File: config.mk
export PLATFORM = sky130hd
export DESIGN_NAME = cordic_rotator_arbiter
export DESIGN_NICKNAME = d
export VERILOG_FILES = /design/src/rtl/cordic_pkg.sv /design/src/rtl/rr_arbiter.sv /design/src/rtl/cordic_rotator_arbiter.sv
export SDC_FILE = /design/constraint.sdc
export NUM_CORES = 1
export LEC_CHECK = 0
export CORE_AREA = 2 2 133 135
export DETAILED_ROUTE_END_ITERATION = 6
export DIE_AREA = 0 0 135 137
export PLACE_DENSITY_LB_ADDON = 0.25
export SETUP_SLACK_MARGIN = 0.5
export SLEW_MARGIN = 0
export SYNTH_ARGS = -nofsm -noshare
export SYNTH_HDL_FRONTEND = slang
export SYNTH_SLANG_ARGS = --single-unit
File: constraint.sdc
create_clock -name clk -period 3.8 [get_ports clk]
set_clock_uncertainty 0.15 [all_clocks]
set_input_delay 0.38 -clock clk [delete_from_list [all_inputs] [get_ports clk]]
set_output_delay 0.38 -clock clk [all_outputs]
set_load 0.02 [all_outputs]
File: src/rtl/cordic_pkg.sv
// Shared types and constants for the CORDIC rotator arbiter and the FFT
// butterfly scheduler.
package cordic_pkg;

    typedef enum logic [1:0] {
        IDLE  = 2'd0,
        ISSUE = 2'd1,
        WAIT  = 2'd2,
        RESP  = 2'd3
    } arb_state_t;

    localparam int DATA_W_DEF = 16;
    localparam int PHI_W_DEF  = 16;

    // W^0 twiddle: the rotation is identity, so the core is skipped.
    localparam logic [15:0] PHI_ZERO = 16'h0000;

endpackage

File: src/rtl/rr_arbiter.sv
// Combinational round-robin picker: first asserted request at or above the
// pointer, wrapping from the top lane back to lane 0.
module rr_arbiter #(
    parameter int NUM_REQ = 4,
    localparam int ID_W   = $clog2(NUM_REQ)
) (
    input  logic [NUM_REQ-1:0] i_req,
    input  logic [ID_W-1:0]    i_ptr,
    output logic [NUM_REQ-1:0] o_grant,
    output logic [ID_W-1:0]    o_id,
    output logic               o_any
);

    int w_idx;

    always_comb begin
        o_grant = '0;
        o_id    = '0;
        o_any   = 1'b0;
        w_idx   = 0;
        for (int i = 0; i < NUM_REQ; i++) begin
            w_idx = int'(i_ptr) + i;
            if (w_idx >= NUM_REQ) begin
                w_idx = w_idx - NUM_REQ;
            end
            if (!o_any && i_req[w_idx]) begin
                o_any          = 1'b1;
                o_grant[w_idx] = 1'b1;
                o_id           = ID_W'(w_idx);
            end
        end
    end

endmodule

File: src/rtl/cordic_rotator_arbiter.sv
// Shares one iterative CORDIC rotator between butterfly lanes: round-robin
// accept, launch, watchdog-guarded wait, tagged response. W^0 bypasses the core.
module cordic_rotator_arbiter
    import cordic_pkg::*;
#(
    parameter int NUM_REQ = 4,
    parameter int DATA_W  = DATA_W_DEF,
    parameter int PHI_W   = PHI_W_DEF,
    parameter int TIMEOUT = 64
) (
    input  logic                         clk,
    input  logic                         rst,
    input  logic [NUM_REQ-1:0]           req_valid,
    output logic [NUM_REQ-1:0]           req_ready,
    input  logic [NUM_REQ*DATA_W-1:0]    req_x,
    input  logic [NUM_REQ*DATA_W-1:0]    req_y,
    input  logic [NUM_REQ*PHI_W-1:0]     req_phi,
    output logic                         core_start,
    output logic [DATA_W-1:0]            core_x,
    output logic [DATA_W-1:0]            core_y,
    output logic [PHI_W-1:0]             core_phi,
    input  logic                         core_done,
    input  logic [DATA_W-1:0]            core_x_res,
    input  logic [DATA_W-1:0]            core_y_res,
    output logic                         resp_valid,
    input  logic                         resp_ready,
    output logic [$clog2(NUM_REQ)-1:0]   resp_id,
    output logic [DATA_W-1:0]            resp_x,
    output logic [DATA_W-1:0]            resp_y,
    output logic                         resp_err,
    output logic                         busy
);

    localparam int ID_W = $clog2(NUM_REQ);
    localparam int WD_W = $clog2(TIMEOUT + 1);
    localparam logic [WD_W-1:0] WD_LAST = WD_W'(TIMEOUT - 1);

    arb_state_t          r_state;
    logic [ID_W-1:0]     r_rr;
    logic [ID_W-1:0]     r_id;
    logic [WD_W-1:0]     r_wd;
    logic [DATA_W-1:0]   r_core_x;
    logic [DATA_W-1:0]   r_core_y;
    logic [PHI_W-1:0]    r_core_phi;
    logic [DATA_W-1:0]   r_resp_x;
    logic [DATA_W-1:0]   r_resp_y;
    logic                r_resp_err;

    logic [NUM_REQ-1:0]  w_grant;
    logic [ID_W-1:0]     w_gnt_id;
    logic                w_any;
    logic [ID_W-1:0]     w_rr_next;
    logic [DATA_W-1:0]   w_sel_x;
    logic [DATA_W-1:0]   w_sel_y;
    logic [PHI_W-1:0]    w_sel_phi;
    logic                w_bypass;

    rr_arbiter #(
        .NUM_REQ (NUM_REQ)
    ) u_rr_arbiter (
        .i_req   (req_valid),
        .i_ptr   (r_rr),
        .o_grant (w_grant),
        .o_id    (w_gnt_id),
        .o_any   (w_any)
    );

    assign w_sel_x   = req_x[w_gnt_id*DATA_W +: DATA_W];
    assign w_sel_y   = req_y[w_gnt_id*DATA_W +: DATA_W];
    assign w_sel_phi = req_phi[w_gnt_id*PHI_W +: PHI_W];
    assign w_bypass  = (w_sel_phi == PHI_W'(PHI_ZERO));
    assign w_rr_next = (w_gnt_id == ID_W'(NUM_REQ - 1)) ? '0 : w_gnt_id + 1'b1;

    // Accept strobe is only offered from IDLE, so a stalled response blocks all lanes.
    assign req_ready  = (r_state == IDLE && !rst) ? w_grant : '0;
    assign core_start = (r_state == ISSUE);
    assign resp_valid = (r_state == RESP);
    assign busy       = (r_state != IDLE);
    assign core_x     = r_core_x;
    assign core_y     = r_core_y;
    assign core_phi   = r_core_phi;
    assign resp_id    = r_id;
    assign resp_x     = r_resp_x;
    assign resp_y     = r_resp_y;
    assign resp_err   = r_resp_err;

    always_ff @(posedge clk) begin
        if (rst) begin
            r_state    <= IDLE;
            r_rr       <= '0;
            r_id       <= '0;
            r_wd       <= '0;
            r_core_x   <= '0;
            r_core_y   <= '0;
            r_core_phi <= '0;
            r_resp_x   <= '0;
            r_resp_y   <= '0;
            r_resp_err <= 1'b0;
        end else begin
            unique case (r_state)
                IDLE: begin
                    if (w_any) begin
                        r_id <= w_gnt_id;
                        r_rr <= w_rr_next;
                        if (w_bypass) begin
                            r_resp_x   <= w_sel_x;
                            r_resp_y   <= w_sel_y;
                            r_resp_err <= 1'b0;
                            r_state    <= RESP;
                        end else begin
                            r_core_x   <= w_sel_x;
                            r_core_y   <= w_sel_y;
                            r_core_phi <= w_sel_phi;
                            r_state    <= ISSUE;
                        end
                    end
                end
                ISSUE: begin
                    r_wd    <= '0;
                    r_state <= WAIT;
                end
                WAIT: begin
                    // A done pulse on the final watchdog cycle still counts as success.
                    if (core_done) begin
                        r_resp_x   <= core_x_res;
                        r_resp_y   <= core_y_res;
                        r_resp_err <= 1'b0;
                        r_state    <= RESP;
                    end else if (r_wd == WD_LAST) begin
                        r_resp_x   <= '0;
                        r_resp_y   <= '0;
                        r_resp_err <= 1'b1;
                        r_state    <= RESP;
                    end else begin
                        r_wd <= r_wd + 1'b1;
                    end
                end
                RESP: begin
                    if (resp_ready) begin
                        r_state <= IDLE;
                    end
                end
                default: r_state <= IDLE;
            endcase
        end
    end

endmodule

== Word level (Yosys, flattened, before mapping) ==
Index checks and enable logic that the tools add are counted.
Storage, ports and cells
  bits in read-only memories: 0
  memories kept: 0
  output and inout port bits: 90
  register bits: 94
  logic and storage cells: 132
  latch bits: 0
  RAM bits: 0
Operators by class
  div/mod/pow operators: 0
  add/subtract/negate cells: 9
  multiply operators: 0
  reduce and logical (&&, ||, !) cells: 22
  muxes and demuxes: 61
  shift-type cells: 3
  bitwise logic cells: 4
  $lt $le $gt $ge: 12
  equality and inequality tests: 11
Operator list (count)
  $shiftx A64 B7 Y16: 3
  $ge A32 B1 Y1 const B: 4
  $lt A32 B4 Y1 const B: 4
  $mux W32: 4
  $mux W16: 7
  $ge A32 B4 Y1 const B: 3
  $sub A32 B4 Y32 const B: 3
  $pmux W16 S2: 2
  $mux W1: 20
  $mux W2: 10
  $mux W4: 5
  $logic_not A16 Y1: 1
  $mux W7: 2
  $pmux W7 S2: 1
  $or A4 B4 Y4: 3
  $reduce_and A3 Y1: 3
  $bmux W1 S2: 4
  $demux W1 S2: 4
  $logic_and A1 B1 Y1: 8
  $pmux W2 S4: 1
  $add A7 B1 Y7 const B: 1
  $eq A7 B6 Y1 const B: 1
  $add A2 B2 Y3 const B: 2
  $eq A2 B2 Y1 const B: 3
  other kinds (15): 23

== Longest topological paths before layout ==
  depth after elaboration: 20
  mapped depth: 17
  mapped depth without buffers: 12

== Cells and area by module ==
Synthesis repeated with hierarchy kept, for this count alone.
Second synthesis, totals
  cells, all modules: 695
  area total of the unflattened synthesis: 6522.5 sq um
Modules (own cells, without submodules)
  cordic_rotator_arbiter: times used 1, area an instance 6063.3 sq um, cells an instance 647, sequential area each 1881.8 sq um
  rr_arbiter: times used 1, area an instance 459.2 sq um, cells an instance 48, sequential area each 0.0 sq um

== Worst setup path before layout ==
OpenSTA, ideal clock, no wires.
  path type: flip-flop to flip-flop
  start point: reg r_rr[0]
  end point: reg r_core_y[6], in the netlist core_y[6]
  period minus slack after synthesis: 4.100 ns
  buffers on the path: 4
  setup time: 0.069 ns
  slack: -0.300 ns
  cell stages (with the launch flop): 16
  arrival time: 3.880 ns
  required time: 3.581 ns
  cell sequence: dfxtp_1 > buf_4 > inv_1 > ha_1 > mux4_2 > nor2b_4 > nor2_4 > o21ai_4 > buf_6 > mux2_2 > and2_1 > and4_4 > buf_6 > buf_6 > or4_1 > o21ai_1
Between the ends
  longest elaborated chain between the ends: 19
  elaborated cells on any way between the ends: 46
Ends and longest elaborated chain
  start, declared: RTL line cordic_rotator_arbiter.sv:39  | logic [ID_W-1:0] r_rr;
  start signal, assigned: RTL line cordic_rotator_arbiter.sv:104  | r_rr <= w_rr_next;
  parallel branches: the longest is 19 deep, another holds $sub A32 B4 Y32
  end signal, assigned: RTL line cordic_rotator_arbiter.sv:112  | r_core_y <= w_sel_y;
  end, declared: RTL line cordic_rotator_arbiter.sv:43  | logic [DATA_W-1:0] r_core_y;
Several ways; the timed one is not identified. The select of a mux whose other input is x is not followed.
A chain may end at the register's enable or synchronous reset.

== Worst setup path after layout ==
  start point: reg r_rr[0]
  end point: reg r_resp_y[10], in the netlist resp_y[10]
Between the ends
  longest elaborated chain between the ends: 19
  elaborated cells on any way between the ends: 50
Ends and longest elaborated chain
  parallel branches: the longest is 19 deep, another holds $sub A32 B4 Y32
  end signal, assigned: RTL line cordic_rotator_arbiter.sv:107  | r_resp_y <= w_sel_y;
  end signal, assigned: RTL line cordic_rotator_arbiter.sv:126  | r_resp_y <= core_y_res;
  end, declared: RTL line cordic_rotator_arbiter.sv:46  | logic [DATA_W-1:0] r_resp_y;
Several ways; the timed one is not identified. The select of a mux whose other input is x is not followed.

==> flow_metrics.py <==
metrics = {
    "status": {
        "status": "finished clean",
    },
    "placed_design": {
        "dp.cells": 1270,
        "hpwl_mm": 17.81,
        "gp_congestion": 0.8513,
        "pre_cts_ws_ns": -0.02147,
        "port_buffers": 321,
    },
    "timing": {
        "fmax_ghz": 0.2770,
        "setup_viol": 0,
        "whs_ns": 0.3164,
        "fin_crit_ns": 3.610,
        "rsz0062_at_grt": "yes",
        "tightest_slew_ns": 0.6848,
        "hold_viol_final": 0,
        "max-slew-margin-rel_pct": 54.35,
        "period_share_pct": 94.99,
        "fin_ws_ns": 0.1904,
        "maxSlewViolCount": 0,
    },
    "floorplan": {
        "die_h_um": 137,
        "core_area_mm2": 0.01706,
        "initial_core_util_pct": 36.23,
        "ioPinCount": 322,
        "die_x_um": 135,
        "rows": 48,
        "dieArea_mm2": 0.01850,
    },
    "yosys": {
        "synthArstFlopShare_pct": 0,
        "syn-cell-area_mm2": 0.006180,
        "synth-main-ff-cell": "dfxtp_1",
        "syn-num-nets": 996,
        "ys_seq_area_share_pct": 30.45,
        "ys_types": 52,
        "synth-edff-count": 0,
        "avgSynthCellArea_um2": 8.207,
        "yosys_warnings": 0,
        "ys_ff_latch": 94,
        "synth_cells": 753,
    },
    "pwr": {
        "power_leakage_nw": 4.080,
        "total_power_mw": 7.277,
        "pwr_density_cell_mw_per_mm2": 689.4,
        "ir_worst_vdd_v": 0.0004304,
    },
    "clock_network": {
        "clk_pin_slew_ns": 0.07,
        "cts_root_buffer": "clkbuf_16",
        "clkSinkCount": 94,
        "h-tree-depth": 3,
        "clockBufferDepth": 2,
        "cts_buffers": 9,
        "clock_latency_ns": 0.34,
        "tritoncts": "built",
    },
    "detailed_routing": {
        "viasPerCell": 5.396,
        "dr_wl_met2_mm": 12.15,
        "drt_iter0_markers": 438,
        "wl_met1_mm": 9.700,
        "drt-pass1-iter-count": 4,
        "vias": 7025,
        "post_drt_wl_per_cell_um": 19.15,
        "drt-total-wl_mm": 24.94,
        "drtAntennaViolNets": 0,
        "top_layer_used": "met4",
        "wl_met3_mm": 2.116,
        "drc": 0,
    },
    "hold_path": {
        "hold_class": "reg -> reg",
        "hold_depth": 2,
        "min_from": "core_y[14]$_SDFFE_PP0P_",
        "hold_path_end": "core_y[14]$_SDFFE_PP0P_",
    },
    "global_route": {
        "antenna_found_initial": 0,
        "grt_util_all_layers_pct": 25.07,
        "grt_start_max_net_pins": 73,
        "grt_pass1_vias": 6689,
        "grt-ovfl-total": 0,
        "grt_pass1_wl_mm": 35.85,
    },
    "finish": {
        "fin_cells": 1302,
        "layout.nets": 1315,
        "antenna_cells": 0,
        "most-common-layout-cells": "clkdlybuf4s50_1, dfxtp_1, nor2_1",
        "final_util_pct": 61.89,
        "area_delta_synth_final_pct": 70.82,
        "layout-drive-gt1-share_pct": 17.08,
        "final_common_cell": "clkdlybuf4s50_1",
    },
    "setup_path": {
        "worstSetupEndpointType": "register",
        "r2r.worst_path.cells": 13,
        "r2r_end": "resp_y[10]$_SDFFE_PP0P_",
        "r2r-start": "r_rr[0]$_SDFFE_PP0P_",
        "start_kind": "register",
        "r2r_setup_slack_ns": 0.19,
        "worstPathArrival_ns": 3.71,
        "criticalPathCategory": "reg -> reg",
        "cp_data_required_time_ns": 3.90,
        "path_max_fanout": 8,
    },
    "run": {
        "drv_cap": 0,
    },
}
-- registers in the layout, summed over array words and instances, names as in the netlist --
name,flops
resp_id,2
resp_y,16
resp_err,1
r_rr,2
core_phi,16
resp_x,16
core_y,16
r_state,2
core_x,16
r_wd,7
-- synth_stat cells, types with 2 or more instances --
| cell | count | area share (%) |
|---|---|---|
| and2_1 | 2 | 0.20 |
| xnor2_1 | 2 | 0.28 |
| or3_1 | 4 | 0.40 |
| buf_2 | 17 | 1.4 |
| a211oi_1 | 43 | 5.2 |
| a21oi_1 | 38 | 3.1 |
| ha_1 | 11 | 2.2 |
| xor2_1 | 4 | 0.57 |
| buf_1 | 6 | 0.36 |
| nor3b_1 | 2 | 0.24 |
| mux4_2 | 4 | 1.5 |
| mux2_2 | 40 | 7.3 |
| clkbuf_1 | 38 | 2.3 |
| nor2_1 | 65 | 3.9 |
| o211ai_1 | 2 | 0.24 |
| mux2i_1 | 65 | 11 |
| nand3_1 | 10 | 0.81 |
| buf_6 | 4 | 0.73 |
| nor2b_1 | 6 | 0.61 |
| nand2_1 | 45 | 2.7 |
| nand4_1 | 3 | 0.30 |
| nor4_1 | 3 | 0.30 |
| buf_4 | 3 | 0.36 |
| or4_1 | 37 | 4.5 |
| o21ai_1 | 36 | 2.9 |
| inv_1 | 8 | 0.49 |
| o21ai_0 | 46 | 3.7 |
| nand2b_1 | 51 | 5.2 |
| and4_1 | 2 | 0.28 |
| dfxtp_1 | 94 | 30 |
| a221oi_1 | 4 | 0.57 |
| a22oi_1 | 4 | 0.49 |
| nor3_1 | 35 | 2.8 |
-- stage by stage --
step | setup TNS, ns | cell area (um2)
3_3_place_gp | 0 | 9963
3_5_place_dp | -0.1529 | 9963
2_1_floorplan | -0.7829 | 6425
4_1_cts | 0 | 10310
6_report | 0 | 10560
5_1_grt | 0 | 10560
-- worst max-delay path, cell delays in order, from the launching register on --
cell,delay (ns)
dfxtp_4,0.36
clkinvlp_4,0.09
ha_4,0.30
mux4_2,0.56
nor2b_4,0.17
nor2_4,0.06
o21ai_4,0.24
buf_12,0.18
mux2_4,0.16
nor3b_4,0.37
and4_4,0.42
clkbuf_16,0.21
nor3_2,0.04
a211oi_1,0.20
-- timing repair --
action / 4_1_cts / 5_1_grt
hold buffers: 0 / 0
resized for setup: 24 / 21
cloned: 3 / 7
pin swaps: 2 / 18
buffers inserted: 3 / 3
setup endpoints to repair: 86 / 88
-- final cells by class --
type	count	area (um2)
clock buffer	11	242.7
tap	225	281.5
fill	1534	6500
sequential	94	1886
clock inverter	5	33.78
multi-input combinational	587	4313
inverter	8	33.78
timing repair buffer	372	3766
-- cell families after synthesis --
kind of cell / share of synthesized area, %
buffers and inverters: 5.629
AOI/OAI and AO/OA: 18.00
muxes: 19.28
xor gates and xnor gates: 0.8504
DFF: 30.45
adders and majority gates: 2.227
and+or+nand+nor: 23.57
-- where the power goes --
part	leakage, nW	total (mW)	switching [mW]	internal [mW]
clock network	0.132	0.859	0.397	0.462
registers	0.771	1.44	0.172	1.27
logic	3.18	4.98	2.67	2.31
-- worst max-delay path by stage --
stage	endpoint	cells after the start	slack (ns)	from
floorplan	core_y[9]$_SDFFE_PP0P_	15	-0.09	r_rr[0]$_SDFFE_PP0P_
global placement	core_x[14]$_SDFFE_PP0P_	12	0.06	req_valid[1]
detailed placement	core_phi[7]$_SDFFE_PP0P_	13	-0.02	req_valid[1]
CTS	core_x[11]$_SDFFE_PP0P_	12	0.28	r_rr[1]$_SDFFE_PP0P_
global route	resp_x[5]$_SDFFE_PP0P_	13	0.1	r_rr[0]$_SDFFE_PP0P_
finish	resp_y[10]$_SDFFE_PP0P_	13	0.19	r_rr[0]$_SDFFE_PP0P_
-- per-layer routing --
metal,track usage [%],vias to the layer above
met5,0,-
met4,11.46,0
met3,6.444,52
met2,45.29,313
met1,27.61,3260
li1,-,3400
Note: power is estimated with default switching activity, not from simulation.
